--- config.mk ---
export PLATFORM = sky130hd
export DESIGN_NAME = alu_issue_queue
export DESIGN_NICKNAME = d
export VERILOG_FILES = /design/src/rtl/alu_issue_queue.sv
export SDC_FILE = /design/constraint.sdc
export NUM_CORES = 2
export LEC_CHECK = 0
export BUFFER_PORTS_ARGS = -buffer_cell sky130_fd_sc_hd__clkbuf_2
export CORE_MARGIN = 2
export CORE_UTILIZATION = 53
export DETAILED_ROUTE_END_ITERATION = 12
export PLACE_DENSITY = 0.7
export SLEW_MARGIN = 20
export SYNTH_ARGS = -nofsm -noshare
export SYNTH_HDL_FRONTEND = slang
export SYNTH_SLANG_ARGS = --single-unit
--- constraint.sdc ---
create_clock -name clk -period 16.3 [get_ports clk]
set_clock_uncertainty 0.1 [all_clocks]
set_input_delay 3.26 -clock clk [delete_from_list [all_inputs] [get_ports clk]]
set_output_delay 3.26 -clock clk [all_outputs]
set_load 0.03 [all_outputs]
--- src/rtl/alu_issue_queue.sv ---
`default_nettype none
// ============================================================================
// Module      : alu_issue_queue
// Description : Collapsing, age-ordered reservation station feeding the
//               integer ALU; captures operands off the result broadcast bus.
// Revision    : 1.0 - initial release
// ============================================================================
module alu_issue_queue #(
    parameter int WIDTH  = 32,
    parameter int ALU_OP = 4,
    parameter int TAG_W  = 6,
    parameter int DEPTH  = 8
) (
    input  logic                     clk,
    input  logic                     rst_n,
    input  logic                     flush,
    input  logic                     disp_valid,
    output logic                     disp_ready,
    input  logic [ALU_OP-1:0]        disp_op,
    input  logic [4:0]               disp_shamt,
    input  logic [TAG_W-1:0]         disp_dst_tag,
    input  logic                     disp_src1_rdy,
    input  logic [TAG_W-1:0]         disp_src1_tag,
    input  logic [WIDTH-1:0]         disp_src1_val,
    input  logic                     disp_src2_rdy,
    input  logic [TAG_W-1:0]         disp_src2_tag,
    input  logic [WIDTH-1:0]         disp_src2_val,
    input  logic                     wb_valid,
    input  logic [TAG_W-1:0]         wb_tag,
    input  logic [WIDTH-1:0]         wb_data,
    output logic                     iss_valid,
    input  logic                     iss_ready,
    output logic [ALU_OP-1:0]        iss_op,
    output logic [WIDTH-1:0]         iss_rd1,
    output logic [WIDTH-1:0]         iss_rd2,
    output logic [4:0]               iss_shamt,
    output logic [TAG_W-1:0]         iss_dst_tag,
    output logic [$clog2(DEPTH):0]   count
);

    localparam int c_idx_w = $clog2(DEPTH);
    localparam int c_cnt_w = c_idx_w + 1;
    localparam logic [c_cnt_w-1:0] c_depth = c_cnt_w'(DEPTH);

    typedef struct packed {
        logic              valid;
        logic [ALU_OP-1:0] op;
        logic [4:0]        shamt;
        logic [TAG_W-1:0]  dst_tag;
        logic              s1_rdy;
        logic [TAG_W-1:0]  s1_tag;
        logic [WIDTH-1:0]  s1_val;
        logic              s2_rdy;
        logic [TAG_W-1:0]  s2_tag;
        logic [WIDTH-1:0]  s2_val;
    } entry_t;

    entry_t               r_q [DEPTH];
    logic [c_cnt_w-1:0]   r_count;

    entry_t               w_woke [DEPTH+1];
    entry_t               w_nxt  [DEPTH];
    entry_t               w_new;
    entry_t               w_sel_e;
    logic                 w_sel_found;
    logic [c_idx_w-1:0]   w_sel_idx;
    logic                 w_issue;
    logic                 w_disp_fire;
    logic [c_cnt_w-1:0]   w_wr_idx;
    logic [c_cnt_w-1:0]   w_cnt_nxt;

    // Capture a broadcast into any still-waiting source; ready sources keep their value.
    function automatic entry_t f_wake(input entry_t e, input logic v,
                                      input logic [TAG_W-1:0] t, input logic [WIDTH-1:0] d);
        entry_t r;
        r = e;
        if (v && e.valid && !e.s1_rdy && e.s1_tag == t) begin
            r.s1_rdy = 1'b1;
            r.s1_val = d;
        end
        if (v && e.valid && !e.s2_rdy && e.s2_tag == t) begin
            r.s2_rdy = 1'b1;
            r.s2_val = d;
        end
        return r;
    endfunction

    // Oldest ready entry wins: scan from the top so the lowest index is kept last.
    always_comb begin
        w_sel_found = 1'b0;
        w_sel_idx   = '0;
        for (int i = DEPTH - 1; i >= 0; i--) begin
            if (r_q[i].valid && r_q[i].s1_rdy && r_q[i].s2_rdy) begin
                w_sel_found = 1'b1;
                w_sel_idx   = i[c_idx_w-1:0];
            end
        end
        w_sel_e = '0;
        if (w_sel_found) w_sel_e = r_q[w_sel_idx];
    end

    assign disp_ready  = (r_count < c_depth);
    assign w_issue     = w_sel_found && iss_ready;
    assign w_disp_fire = disp_valid && disp_ready;
    assign w_wr_idx    = r_count - c_cnt_w'(w_issue);
    assign w_cnt_nxt   = r_count + c_cnt_w'(w_disp_fire) - c_cnt_w'(w_issue);

    always_comb begin
        w_new         = '0;
        w_new.valid   = 1'b1;
        w_new.op      = disp_op;
        w_new.shamt   = disp_shamt;
        w_new.dst_tag = disp_dst_tag;
        w_new.s1_rdy  = disp_src1_rdy;
        w_new.s1_tag  = disp_src1_tag;
        w_new.s1_val  = disp_src1_val;
        w_new.s2_rdy  = disp_src2_rdy;
        w_new.s2_tag  = disp_src2_tag;
        w_new.s2_val  = disp_src2_val;
        w_new         = f_wake(w_new, wb_valid, wb_tag, wb_data);

        for (int i = 0; i < DEPTH; i++) begin
            w_woke[i] = f_wake(r_q[i], wb_valid, wb_tag, wb_data);
        end
        w_woke[DEPTH] = '0;

        // Entries above the issued slot collapse down by one.
        for (int i = 0; i < DEPTH; i++) begin
            if (w_issue && i >= int'(w_sel_idx)) w_nxt[i] = w_woke[i+1];
            else                                 w_nxt[i] = w_woke[i];
            if (w_disp_fire && i == int'(w_wr_idx)) w_nxt[i] = w_new;
        end
    end

    always_ff @(posedge clk) begin
        if (!rst_n || flush) begin
            r_count <= '0;
            for (int i = 0; i < DEPTH; i++) r_q[i].valid <= 1'b0;
        end else begin
            r_count <= w_cnt_nxt;
            for (int i = 0; i < DEPTH; i++) r_q[i] <= w_nxt[i];
        end
    end

    assign iss_valid   = w_sel_found;
    assign iss_op      = w_sel_e.op;
    assign iss_rd1     = w_sel_e.s1_val;
    assign iss_rd2     = w_sel_e.s2_val;
    assign iss_shamt   = w_sel_e.shamt;
    assign iss_dst_tag = w_sel_e.dst_tag;
    assign count       = r_count;

endmodule
`default_nettype wire

==> summary.txt <==
Run status
  – Outcome: complete, no violations

Hold path
  – Worst hold path type: reg2reg
  – Hold Path End: r_q[0][93]$_SDFFE_PN0P_
  – Hold path start: r_q[0][93]$_SDFFE_PN0P_
  – Hold Path Stages: 2

Die
  – Initial Util: a little over half
  – FP Rows: about 110
  – CORE AREA: 95000 um^2
  – Die area: slightly below 100000 um^2
  – Die height: around 310 um
  – Die Wd: between 300 and 400 um
  – IO Count: between 200 and 250

Place
  – Dpl cell area: 52100 um^2
  – GPL Wtd Cong: slightly above 0.8
  – Pre-CTS setup slack: 8090 ps
  – Final HPWL DP: slightly above 90000 um
  – Port Buffers: between 200 and 250

Power
  – Logic pwr share: 10.9%
  – Power per Cell Area: 85.2 nW/um^2
  – Reg power frac: between 40% and 50%
  – Clk network pwr share: around two fifths
  – P_sw: ~1200 uW
  – Internal: ~3500 uW
  – Sw frac: around a quarter
  – Max VDD drop: between 0.07 and 0.08 mV
  – P_leak: between 0.02 and 0.025 uW

Setup path
  – CP required: 12940 ps
  – Setup slack, reg-to-reg: roughly 8400 ps
  – Crit Reg-Reg Startpoint: r_q[1][77]$_DFFE_PP_
  – Critical-path maximum fanout: between 60 and 70
  – Worst reg2reg path depth: 14
  – Worst reg2reg endpoint: r_q[3][38]$_DFFE_PP_
  – WS Path Type: reg2out
  – CP arrival: approximately 5800 ps
  – Critical Path End Type: primary output
  – Worst setup SP type: flop

Timing
  – Final worst-path cycle share: 56.0%
  – Final hold vios: 0
  – Min Tclk post-route: approximately 9000 ps
  – Setup Viol. Count Final: 0
  – Setup ws final: about 7000 ps
  – TNS Setup: 0 ps
  – RSZ-0062 raised after global routing: false
  – Count of pins over their slew limit: 0
  – Max_slew headroom: 20.1%
  – Worst Tran Pin Value: approximately 1200 ps
  – Hold Slack: roughly 410 ps
  – Max Clock Freq: ~110 MHz

GRT
  – GRT overflow: 0
  – Tot GR Track Use: between 30% and 40%
  – Initial antenna violation count: 4
  – First-pass GRT wire length: roughly 260000 um
  – Largest net degree at the start of global routing: 209
  – Number of global-route vias before repair: approximately 40000

Logic synthesis
  – Synth Flop Type: edfxtp_1
  – Post-synthesis instance total: 4731
  – Post-Syn Nets: approximately 5000
  – Average size of a mapped cell: ~11 um^2
  – Cell variety after synth: 68
  – Seq/Total Area, Yosys: between 40% and 50%
  – EDFF count, synth: about 740
  – FFs w/ async S/R, synth: 0%
  – Top cell type's share of synthesized area: roughly 44%
  – Dominant cells by area after synthesis: edfxtp_1 44%, mux2i_1 14%, mux2_2 5.7%
  – Cell taking the most area after synthesis: edfxtp_1
  – Synthesized area: between 50000 and 60000 um^2
  – Register bit total from synthesis: roughly 760
  – Synth Warn #: 0

Routing
  – WL final: 174000 um
  – Remaining DRCs: 0
  – DRC marker count from the first detailed-route iteration: 6356
  – Vias per Instance: 7.05
  – Wirelength per Cell: just under 30 um
  – DR vias: 41900
  – Final ANT Viol Nets: 0
  – First-pass DRT Iterations: 6

Clock tree
  – Worst-path clk slew: 60 ps
  – CTS Buf Count: 88
  – CTS max path bufs: 3
  – Cts hold-fix bufs: 0
  – Cells resized by post-CTS repair: 0
  – Post CTS Setup Buffer Count: 0
  – Clk_lat worst skew: ~670 ps
  – CTS Sinks: 756
  – H-tree Lvls: 3
  – TritonCTS clock tree: yes
  – Root buffer cell: clkbuf_16

Final layout
  – Final instance area: 54900 um^2
  – NumNets Final: roughly 4700
  – Finished Core Util: between 50 and 60%
  – Area growth syn-to-layout: 8.10%
  – Filler cell count: around 8000
  – Share of cells above drive strength 1: about 18%

Job
  – Number of max-cap violations: 0
## area by class of cell
class	count	area, um^2	area share, %
antenna	3	7.51	0.0137
clock buffer	109	2300	4.20
clock inverter	50	353	0.643
inverter	13	56.3	0.103
multi-input combinational	3443	26100	47.6
sequential	756	22600	41.2
tap	1265	1580	2.88
timing repair buffer	301	1880	3.43
## registers in the layout (all words and copies together), names as in the netlist
signal / count
r_q: 752
count: 4
## metrics by stage
| stage | total power, uW | std cells |
|---|---|---|
| after floorplan | 2670 | 4731 |
| after global placement | 2790 | 5771 |
| after detailed placement | 2800 | 5774 |
| after CTS | 4670 | 5933 |
| after global routing | 4790 | 5940 |
| final | 4680 | 5940 |
## synth_stat cells (4+ instances only)
cell type / count
dfxtp_1: 12
a21oi_1: 189
and2_1: 5
a31o_1: 43
buf_4: 42
or3_1: 4
buf_6: 21
nand4_2: 4
a31oi_1: 7
inv_1: 13
buf_1: 46
nor2_1: 91
and3_1: 36
nor3_1: 29
a31o_2: 21
edfxtp_1: 744
mux2i_4: 60
mux2_2: 258
mux2i_1: 718
a22oi_1: 158
o211ai_1: 81
buf_2: 143
nand2b_1: 73
nand2_1: 617
nor2b_1: 9
xor2_1: 80
mux2_1: 8
o22ai_1: 223
o221ai_1: 126
o21ai_0: 218
nand4_1: 6
xnor2_1: 31
clkbuf_1: 265
a211o_1: 79
ha_1: 8
nand3_1: 157
a22o_1: 55
## layer usage
| layer | up-vias | GRT usage, % | wire, um |
|---|---|---|---|
| li1 | 17900 | - | - |
| met1 | 20500 | 47.3 | 67800 |
| met2 | 3012 | 52.5 | 77200 |
| met3 | 494 | 7.24 | 21500 |
| met4 | 2 | 13.4 | 7070 |
| met5 | - | 0 | 7 |
## cell families after synthesis
group | after synthesis | share of synthesized area (%)
buffers and inverters | 532 | 4.91
AO/OA/AOI/OAI | 1214 | 16.2
multiplexers | 1044 | 22.7
XOR/XNOR | 111 | 1.92
AND/OR/NAND/NOR | 1065 | 9.49
flip-flops | 756 | 44.5
adder cells (fa/ha/maj) | 9 | 0.237
## power groups by stage
stage	Combinational (uW)	Clock (uW)	Sequential, uW
6_report	508	1890	2270
5_1_grt	541	1970	2280
4_1_cts	497	1900	2270
3_5_place_dp	496	0	2310
3_3_place_gp	484	0	2310
2_1_floorplan	356	0	2310
## worst max-delay path: stages (launching register included)
cell and delay, ps:
edfxtp_1 410, nand3_1 260, o211ai_1 260, a21oi_4 200
buf_4 690, buf_4 880, or2_4 610, buf_4 900
o22ai_1 160, a211o_1 460, clkbuf_2 240
## worst max path at each step
| stage | start | endpoint | slack (ps) | cells after the start |
|---|---|---|---|---|
| finish | r_q[5][77]$_DFFE_PP_ | iss_rd1[23] | 7170 | 10 |
| CTS | r_q[5][77]$_DFFE_PP_ | iss_rd1[23] | 7390 | 10 |
| global route | r_q[5][38]$_DFFE_PP_ | iss_rd1[23] | 7100 | 10 |
| detailed placement | r_q[5][77]$_DFFE_PP_ | iss_rd1[23] | 8090 | 10 |
| global placement | r_q[5][77]$_DFFE_PP_ | iss_rd1[23] | 8150 | 10 |
| floorplan | flush | r_q[0][38]$_DFFE_PP_ | 2990 | 2 |
## cells in the final DEF (no fill, tap or decap), types with 31 or more instances in the layout
master,count
a211o_1,79
a21oi_1,180
a22o_1,55
a22oi_1,158
a31o_1,43
and3_1,35
buf_4,66
clkbuf_16,89
clkbuf_2,221
clkinv_1,31
edfxtp_1,744
mux2_2,258
mux2i_1,716
mux2i_4,61
nand2_1,612
nand2b_1,70
nand3_1,153
nor2_1,85
o211ai_1,81
o21ai_0,218
o221ai_1,126
o22ai_1,223
xnor2_1,31
xor2_1,80
Note: power is estimated with default switching activity, not from simulation.
